### config.mk
export PLATFORM = sky130hd
export DESIGN_NAME = tff_bank_flat
export DESIGN_NICKNAME = d
export VERILOG_FILES = /design/src/rtl/tff_bank_pkg.sv /design/src/rtl/tff_bank_if.sv /design/src/rtl/tff_cell.sv /design/src/rtl/tff_bank.sv /design/src/flat_wrapper.sv
export SDC_FILE = /design/constraint.sdc
export NUM_CORES = 1
export LEC_CHECK = 0
export CAP_MARGIN = 20
export CORE_ASPECT_RATIO = 1.4
export CORE_MARGIN = 2
export CORE_UTILIZATION = 37
export DETAILED_ROUTE_END_ITERATION = 16
export PLACE_DENSITY = 0.65
export SKIP_LAST_GASP = 1
export SLEW_MARGIN = 20
export SYNTH_ARGS = -nofsm -noshare
export SYNTH_HDL_FRONTEND = slang
export SYNTH_HIERARCHICAL = 1
export SYNTH_SLANG_ARGS = --single-unit
### constraint.sdc
create_clock -name clk -period 2.1 [get_ports clk]
set_input_delay 0.315 -clock clk [delete_from_list [all_inputs] [get_ports clk]]
set_output_delay 0.315 -clock clk [all_outputs]
set_load 0.02 [all_outputs]
### src/rtl/tff_bank_pkg.sv
// Shared types and parameter limits for the tff_bank flip-flop bank.
package tff_bank_pkg;

    typedef enum logic [1:0] {
        MODE_T  = 2'b00,
        MODE_D  = 2'b01,
        MODE_JK = 2'b10,
        MODE_SR = 2'b11
    } tff_mode_t;

    localparam int CHANNELS_MIN = 1;
    localparam int CHANNELS_MAX = 32;
    localparam int CNT_W_MIN    = 2;
    localparam int CNT_W_MAX    = 16;

endpackage

### src/rtl/tff_bank_if.sv
// Control/data bundle between a tff_bank and whatever drives it.
interface tff_bank_if #(
    parameter int CHANNELS = 8,
    parameter int CNT_W    = 8
);
    import tff_bank_pkg::*;

    logic                      en;
    tff_mode_t                 mode;
    logic [CHANNELS-1:0]       a;
    logic [CHANNELS-1:0]       b;
    logic                      ld;
    logic [CHANNELS-1:0]       ld_val;
    logic                      cnt_clr;
    logic [CHANNELS-1:0]       q;
    logic [CHANNELS*CNT_W-1:0] cnt;
    logic                      sr_ill;

    modport master (
        output en, mode, a, b, ld, ld_val, cnt_clr,
        input  q, cnt, sr_ill
    );

    modport slave (
        input  en, mode, a, b, ld, ld_val, cnt_clr,
        output q, cnt, sr_ill
    );

endinterface

### src/rtl/tff_cell.sv
// One channel: q flop with T/D/JK/SR next-state, saturating transition counter
// and a combinational strobe for the illegal S=R=1 condition.
module tff_cell
    import tff_bank_pkg::*;
#(
    parameter int CNT_W = 8
) (
    input  logic             clk,
    input  logic             rst,
    input  logic             en,
    input  tff_mode_t        mode,
    input  logic             a,
    input  logic             b,
    input  logic             ld,
    input  logic             ld_val,
    input  logic             cnt_clr,
    output logic             q,
    output logic [CNT_W-1:0] cnt,
    output logic             ill
);

    localparam logic [CNT_W-1:0] CNT_MAX = '1;

    logic q_next;

    // Load beats the mode function; the illegal strobe only fires on a real SR update.
    always_comb begin
        q_next = q;
        ill    = 1'b0;
        if (ld) begin
            q_next = ld_val;
        end else if (en) begin
            case (mode)
                MODE_T:  q_next = a ? ~q : q;
                MODE_D:  q_next = a;
                MODE_JK: begin
                    case ({a, b})
                        2'b10:   q_next = 1'b1;
                        2'b01:   q_next = 1'b0;
                        2'b11:   q_next = ~q;
                        default: q_next = q;
                    endcase
                end
                MODE_SR: begin
                    case ({a, b})
                        2'b10:   q_next = 1'b1;
                        2'b01:   q_next = 1'b0;
                        2'b11:   ill    = 1'b1;
                        default: q_next = q;
                    endcase
                end
                default: q_next = q;
            endcase
        end
    end

    always_ff @(posedge clk or posedge rst) begin
        if (rst) begin
            q <= 1'b0;
        end else begin
            q <= q_next;
        end
    end

    // Clear takes precedence over a same-cycle transition; the counter never wraps.
    always_ff @(posedge clk or posedge rst) begin
        if (rst) begin
            cnt <= '0;
        end else if (cnt_clr) begin
            cnt <= '0;
        end else if ((q_next != q) && (cnt != CNT_MAX)) begin
            cnt <= cnt + CNT_W'(1);
        end
    end

endmodule

### src/rtl/tff_bank.sv
// Bank of CHANNELS tff_cell channels with a sticky illegal-SR flag.
// Define TFF_BANK_INPUT_SYNC_EN to pass a/b through 2-flop synchronisers.
module tff_bank
    import tff_bank_pkg::*;
#(
    parameter int CHANNELS = 8,
    parameter int CNT_W    = 8
) (
    input logic       clk,
    input logic       rst,
    tff_bank_if.slave bus
);

    if (CHANNELS < CHANNELS_MIN || CHANNELS > CHANNELS_MAX ||
        CNT_W < CNT_W_MIN || CNT_W > CNT_W_MAX) begin : g_param_check
        $error("tff_bank: CHANNELS or CNT_W out of range");
    end

    logic [CHANNELS-1:0] a_use;
    logic [CHANNELS-1:0] b_use;
    logic [CHANNELS-1:0] ill_strobe;

`ifdef TFF_BANK_INPUT_SYNC_EN
    logic [CHANNELS-1:0] a_s1, a_s2;
    logic [CHANNELS-1:0] b_s1, b_s2;

    always_ff @(posedge clk or posedge rst) begin
        if (rst) begin
            a_s1 <= '0;
            a_s2 <= '0;
            b_s1 <= '0;
            b_s2 <= '0;
        end else begin
            a_s1 <= bus.a;
            a_s2 <= a_s1;
            b_s1 <= bus.b;
            b_s2 <= b_s1;
        end
    end

    assign a_use = a_s2;
    assign b_use = b_s2;
`else
    assign a_use = bus.a;
    assign b_use = bus.b;
`endif

    for (genvar i = 0; i < CHANNELS; i++) begin : g_cell
        tff_cell #(
            .CNT_W (CNT_W)
        ) u_cell (
            .clk     (clk),
            .rst     (rst),
            .en      (bus.en),
            .mode    (bus.mode),
            .a       (a_use[i]),
            .b       (b_use[i]),
            .ld      (bus.ld),
            .ld_val  (bus.ld_val[i]),
            .cnt_clr (bus.cnt_clr),
            .q       (bus.q[i]),
            .cnt     (bus.cnt[i*CNT_W +: CNT_W]),
            .ill     (ill_strobe[i])
        );
    end

    // Sticky flag; a same-cycle counter clear wins over a new illegal strobe.
    always_ff @(posedge clk or posedge rst) begin
        if (rst) begin
            bus.sr_ill <= 1'b0;
        end else if (bus.cnt_clr) begin
            bus.sr_ill <= 1'b0;
        end else if (|ill_strobe) begin
            bus.sr_ill <= 1'b1;
        end
    end

endmodule

### src/flat_wrapper.sv
// flat-port wrapper written by rule: the top's interface ports become plain ports
module tff_bank_flat import tff_bank_pkg::*;
#(
    parameter int CHANNELS = 8,
    parameter int CNT_W    = 8
)
  (clk, rst, bus_en, bus_mode, bus_a, bus_b, bus_ld, bus_ld_val, bus_cnt_clr, bus_q, bus_cnt, bus_sr_ill);
  tff_bank_if #(.CHANNELS(CHANNELS), .CNT_W(CNT_W)) bus_i ();
  input logic clk;
  input logic rst;
  input wire logic [$bits(bus_i.en)-1:0] bus_en;
  input wire logic [$bits(bus_i.mode)-1:0] bus_mode;
  input wire logic [$bits(bus_i.a)-1:0] bus_a;
  input wire logic [$bits(bus_i.b)-1:0] bus_b;
  input wire logic [$bits(bus_i.ld)-1:0] bus_ld;
  input wire logic [$bits(bus_i.ld_val)-1:0] bus_ld_val;
  input wire logic [$bits(bus_i.cnt_clr)-1:0] bus_cnt_clr;
  output wire logic [$bits(bus_i.q)-1:0] bus_q;
  output wire logic [$bits(bus_i.cnt)-1:0] bus_cnt;
  output wire logic [$bits(bus_i.sr_ill)-1:0] bus_sr_ill;
  assign bus_i.en = bus_en;
  assign bus_i.mode = bus_mode;
  assign bus_i.a = bus_a;
  assign bus_i.b = bus_b;
  assign bus_i.ld = bus_ld;
  assign bus_i.ld_val = bus_ld_val;
  assign bus_i.cnt_clr = bus_cnt_clr;
  assign bus_q = bus_i.q;
  assign bus_cnt = bus_i.cnt;
  assign bus_sr_ill = bus_i.sr_ill;
  tff_bank #(.CHANNELS(CHANNELS), .CNT_W(CNT_W)) u_core (.clk(clk), .rst(rst), .bus(bus_i));
endmodule
==> qor.txt <==
first-pass GRT wire length: 25400 um
WHS Path Cells: 3
I/O pin cnt: 104
worst vdd ir: 335 uV
largest net degree at the start of global routing: 71
syn_nets: 668
PwrDens: 541 nW/um^2
FF-to-FF End: u_core/g_cell[2].u_cell/cnt[6]$_DFFE_PP0P_
fillers: 1281
FF-to-FF path depth: 6
Multi-input gate area: 3570 sq um
Netlist cell types: 47
Post-Route WL: 15400 um
synthesized area per cell: 8.59 sq um
H-tree depth: 3
ANT nets after route: 0
WP data required: 2.32 ns
CTS tree: built
EDFF count, synth: 0
FMAX: 0.484 GHz
row cnt: 51
reg2reg setup slack: 0.05 ns
type of the worst setup path: primary input to flip-flop
clock tree sinks: 73
fin area: 8060 sq um
DR WL/cell: 15.5 um
Final Wtd Congestion: 0.828
Worst Hold Path EP: u_core/g_cell[2].u_cell/cnt[4]$_DFFE_PP0P_
drt via density: 5.51
Ys Warns: 6
worst-skew pair later-pin latency: 0.33 ns
leading area contributor after synthesis: dfrtp_1
hold bufs inserted after CTS: 0
dpl ws: -0.850 ns
final worst path period share: 0.983
hold path start: bus_cnt_clr
share of cells above drive strength 1: 0.294
asr flop ratio synth: 1.00
Post-DP HPWL: 10800 um
Worst Tran Pin Value: 0.583 ns
post-layout min period: 2.07 ns
CTS Buf Count: 9
total number of vias: 5478
Clock Skews: 0.00309 ns
root buffer cell: clkbuf_16
die height: 145 um
post-route insts no fill: 994
RSZ-0062 raised after global routing: true
Initial Util: 0.379
CP Launch Type: primary input
Max Cap Viol: 0
Net Sw Power: 1320 uW
die width: 105 um
CP Capture Type: flip-flop
DRC: 0
P_int: 3050 uW
core region area: 13900 sq um
outcome: finished, final reports clean
Post-Synthesis Cell Area: 5270 sq um
number of global-route vias before repair: 5562
Reg area: 1840 sq um
initial antenna violation count: 0
most instantiated cells after synthesis: dfrtp_1, nor2_1, nand2_1
worst setup margin: 0.0349 ns
Nets: 860
Post-Place Cells: 959
sequential share of power: 0.358
count leader, synth: dfrtp_1
Slew Limit Fails: 0
WP data arrival: 2.28 ns
Net Sw Frac: 0.302
total track usage: 0.198
Logic pwr share: 0.297
Syn Inst Count: 613
Synth-to-Final Area Change: 53.0%
reg2reg start: u_core/g_cell[2].u_cell/q$_DFF_PP0_
die area: 15200 sq um
Synth Flop Type: dfrtp_1
ANT cells: 0
top post-synthesis cells by area: dfrtp_1, ha_1, nor2_1
number of synthesized register bits: 73
Port Buffers: 103
Setup violations, final: 0
Core Util, Final: 0.579
Area after DPL: 7340 sq um
DRT iter0 DRCs: 240
Clk network pwr share: 0.344
GRT overflow: 0
clock transition at the registers of the reported paths: 0.06 ns
post-route setup TNS: 0 ns
post-synth top area share: 0.347
drt pass-1 iters: 4
clk buf depth: 2
post-synthesis sequential area ratio: 0.347
CP Max Fanout: 6
HP Class: primary input to flip-flop
Slew HR: 0.610
Leak: 0.00350 uW
Final Hold Fails: 0
kinds of logic (layout without fill, tap and decap cells):
| kind of cell | after synthesis | count (layout) | share of synthesized area |
|---|---|---|---|
| xor+xnor | 15 | 15 | 0.0249 |
| compound gates | 128 | 129 | 0.169 |
| flops | 73 | 73 | 0.347 |
| buf+inv | 71 | 266 | 0.0656 |
| simple gates | 274 | 274 | 0.281 |
| fa+ha+maj | 24 | 24 | 0.0570 |
| mux | 28 | 28 | 0.0561 |
layout by cell type, fill, tap and decap left out, types with 10 or more instances in the layout:
master / count
nor2b_1: 17
nand3_1: 31
mux2i_1: 16
o211a_1: 14
nor3_1: 17
buf_12: 10
inv_1: 40
and3_1: 21
mux2_2: 11
buf_2: 10
nand2_1: 51
a21oi_1: 19
dfrtp_1: 66
clkdlybuf4s50_1: 82
or3_1: 11
ha_1: 17
o21ai_0: 30
nor2_1: 53
nand4_1: 17
buf_4: 88
power by group through the flow:
| stage | registers [uW] | clock network [uW] | logic (uW) |
|---|---|---|---|
| floorplan | 1640 | 0 | 554 |
| global placement | 1580 | 0 | 1120 |
| detailed placement | 1590 | 0 | 1150 |
| CTS | 1560 | 1550 | 1260 |
| global route | 1580 | 1610 | 1410 |
| finish | 1560 | 1500 | 1300 |
registers in the layout (all words and copies together) (netlist names):
register	flops
u_core/g_cell.u_cell/q	8
u_core/g_cell.u_cell/cnt	64
u_core/bus.sr_ill	1
cell type report:
class | count | area share
Multi-Input combinational cell | 470 | 0.442
Inverter | 47 | 0.0328
Tap cell | 185 | 0.0287
Clock buffer | 11 | 0.0289
Timing Repair Buffer | 204 | 0.234
Sequential cell | 73 | 0.228
Clock inverter | 4 | 0.00559
worst max-delay path, stage by stage:
cell and delay [ns]:
buf_6 0.10, inv_12 0.03, ha_4 0.22, and4b_1 0.25, a211oi_2 0.05, or4_4 0.52, o311a_4 0.16, or4b_4 0.52
o211a_1 0.12
metrics by stage:
step	total power [uW]	hold WS [ns]
2_1_floorplan	2200	0.0437
3_5_place_dp	2740	0.576
5_1_grt	4590	0.510
3_3_place_gp	2700	0.567
6_report	4360	0.489
4_1_cts	4370	0.484
layer usage:
| metal | global-route usage | up-vias | part of all wire | routed length (um) |
|---|---|---|---|---|
| met3 | 0.0314 | 23 | 0.037 | 577 |
| met1 | 0.236 | 2654 | 0.41 | 6390 |
| met5 | 0 | - | 0 | 0 |
| li1 | - | 2646 | - | - |
| met4 | 0.0833 | 0 | 0.022 | 338 |
| met2 | 0.351 | 155 | 0.53 | 8110 |
worst max path at each step:
stage | startpoint | endpoint | depth (start not counted)
2_1_floorplan | bus_b[4] | u_core/g_cell[4].u_cell/cnt[7]$_DFFE_PP0P_ | 9
3_3_place_gp | bus_b[6] | u_core/g_cell[6].u_cell/cnt[6]$_DFFE_PP0P_ | 10
3_5_place_dp | bus_b[3] | u_core/g_cell[3].u_cell/cnt[7]$_DFFE_PP0P_ | 10
4_1_cts | bus_b[4] | u_core/g_cell[4].u_cell/cnt[6]$_DFFE_PP0P_ | 10
5_1_grt | bus_en | u_core/g_cell[1].u_cell/cnt[4]$_DFFE_PP0P_ | 10
6_report | bus_b[2] | u_core/g_cell[2].u_cell/cnt[6]$_DFFE_PP0P_ | 9
what timing repair did:
action	4_1_cts	5_1_grt
gates resized for setup	97	29
pin swaps	39	21
buffers inserted	16	4
cloned	1	0
setup endpoints to repair	64	44
No activity file was read; power rests on OpenSTA's default activity.
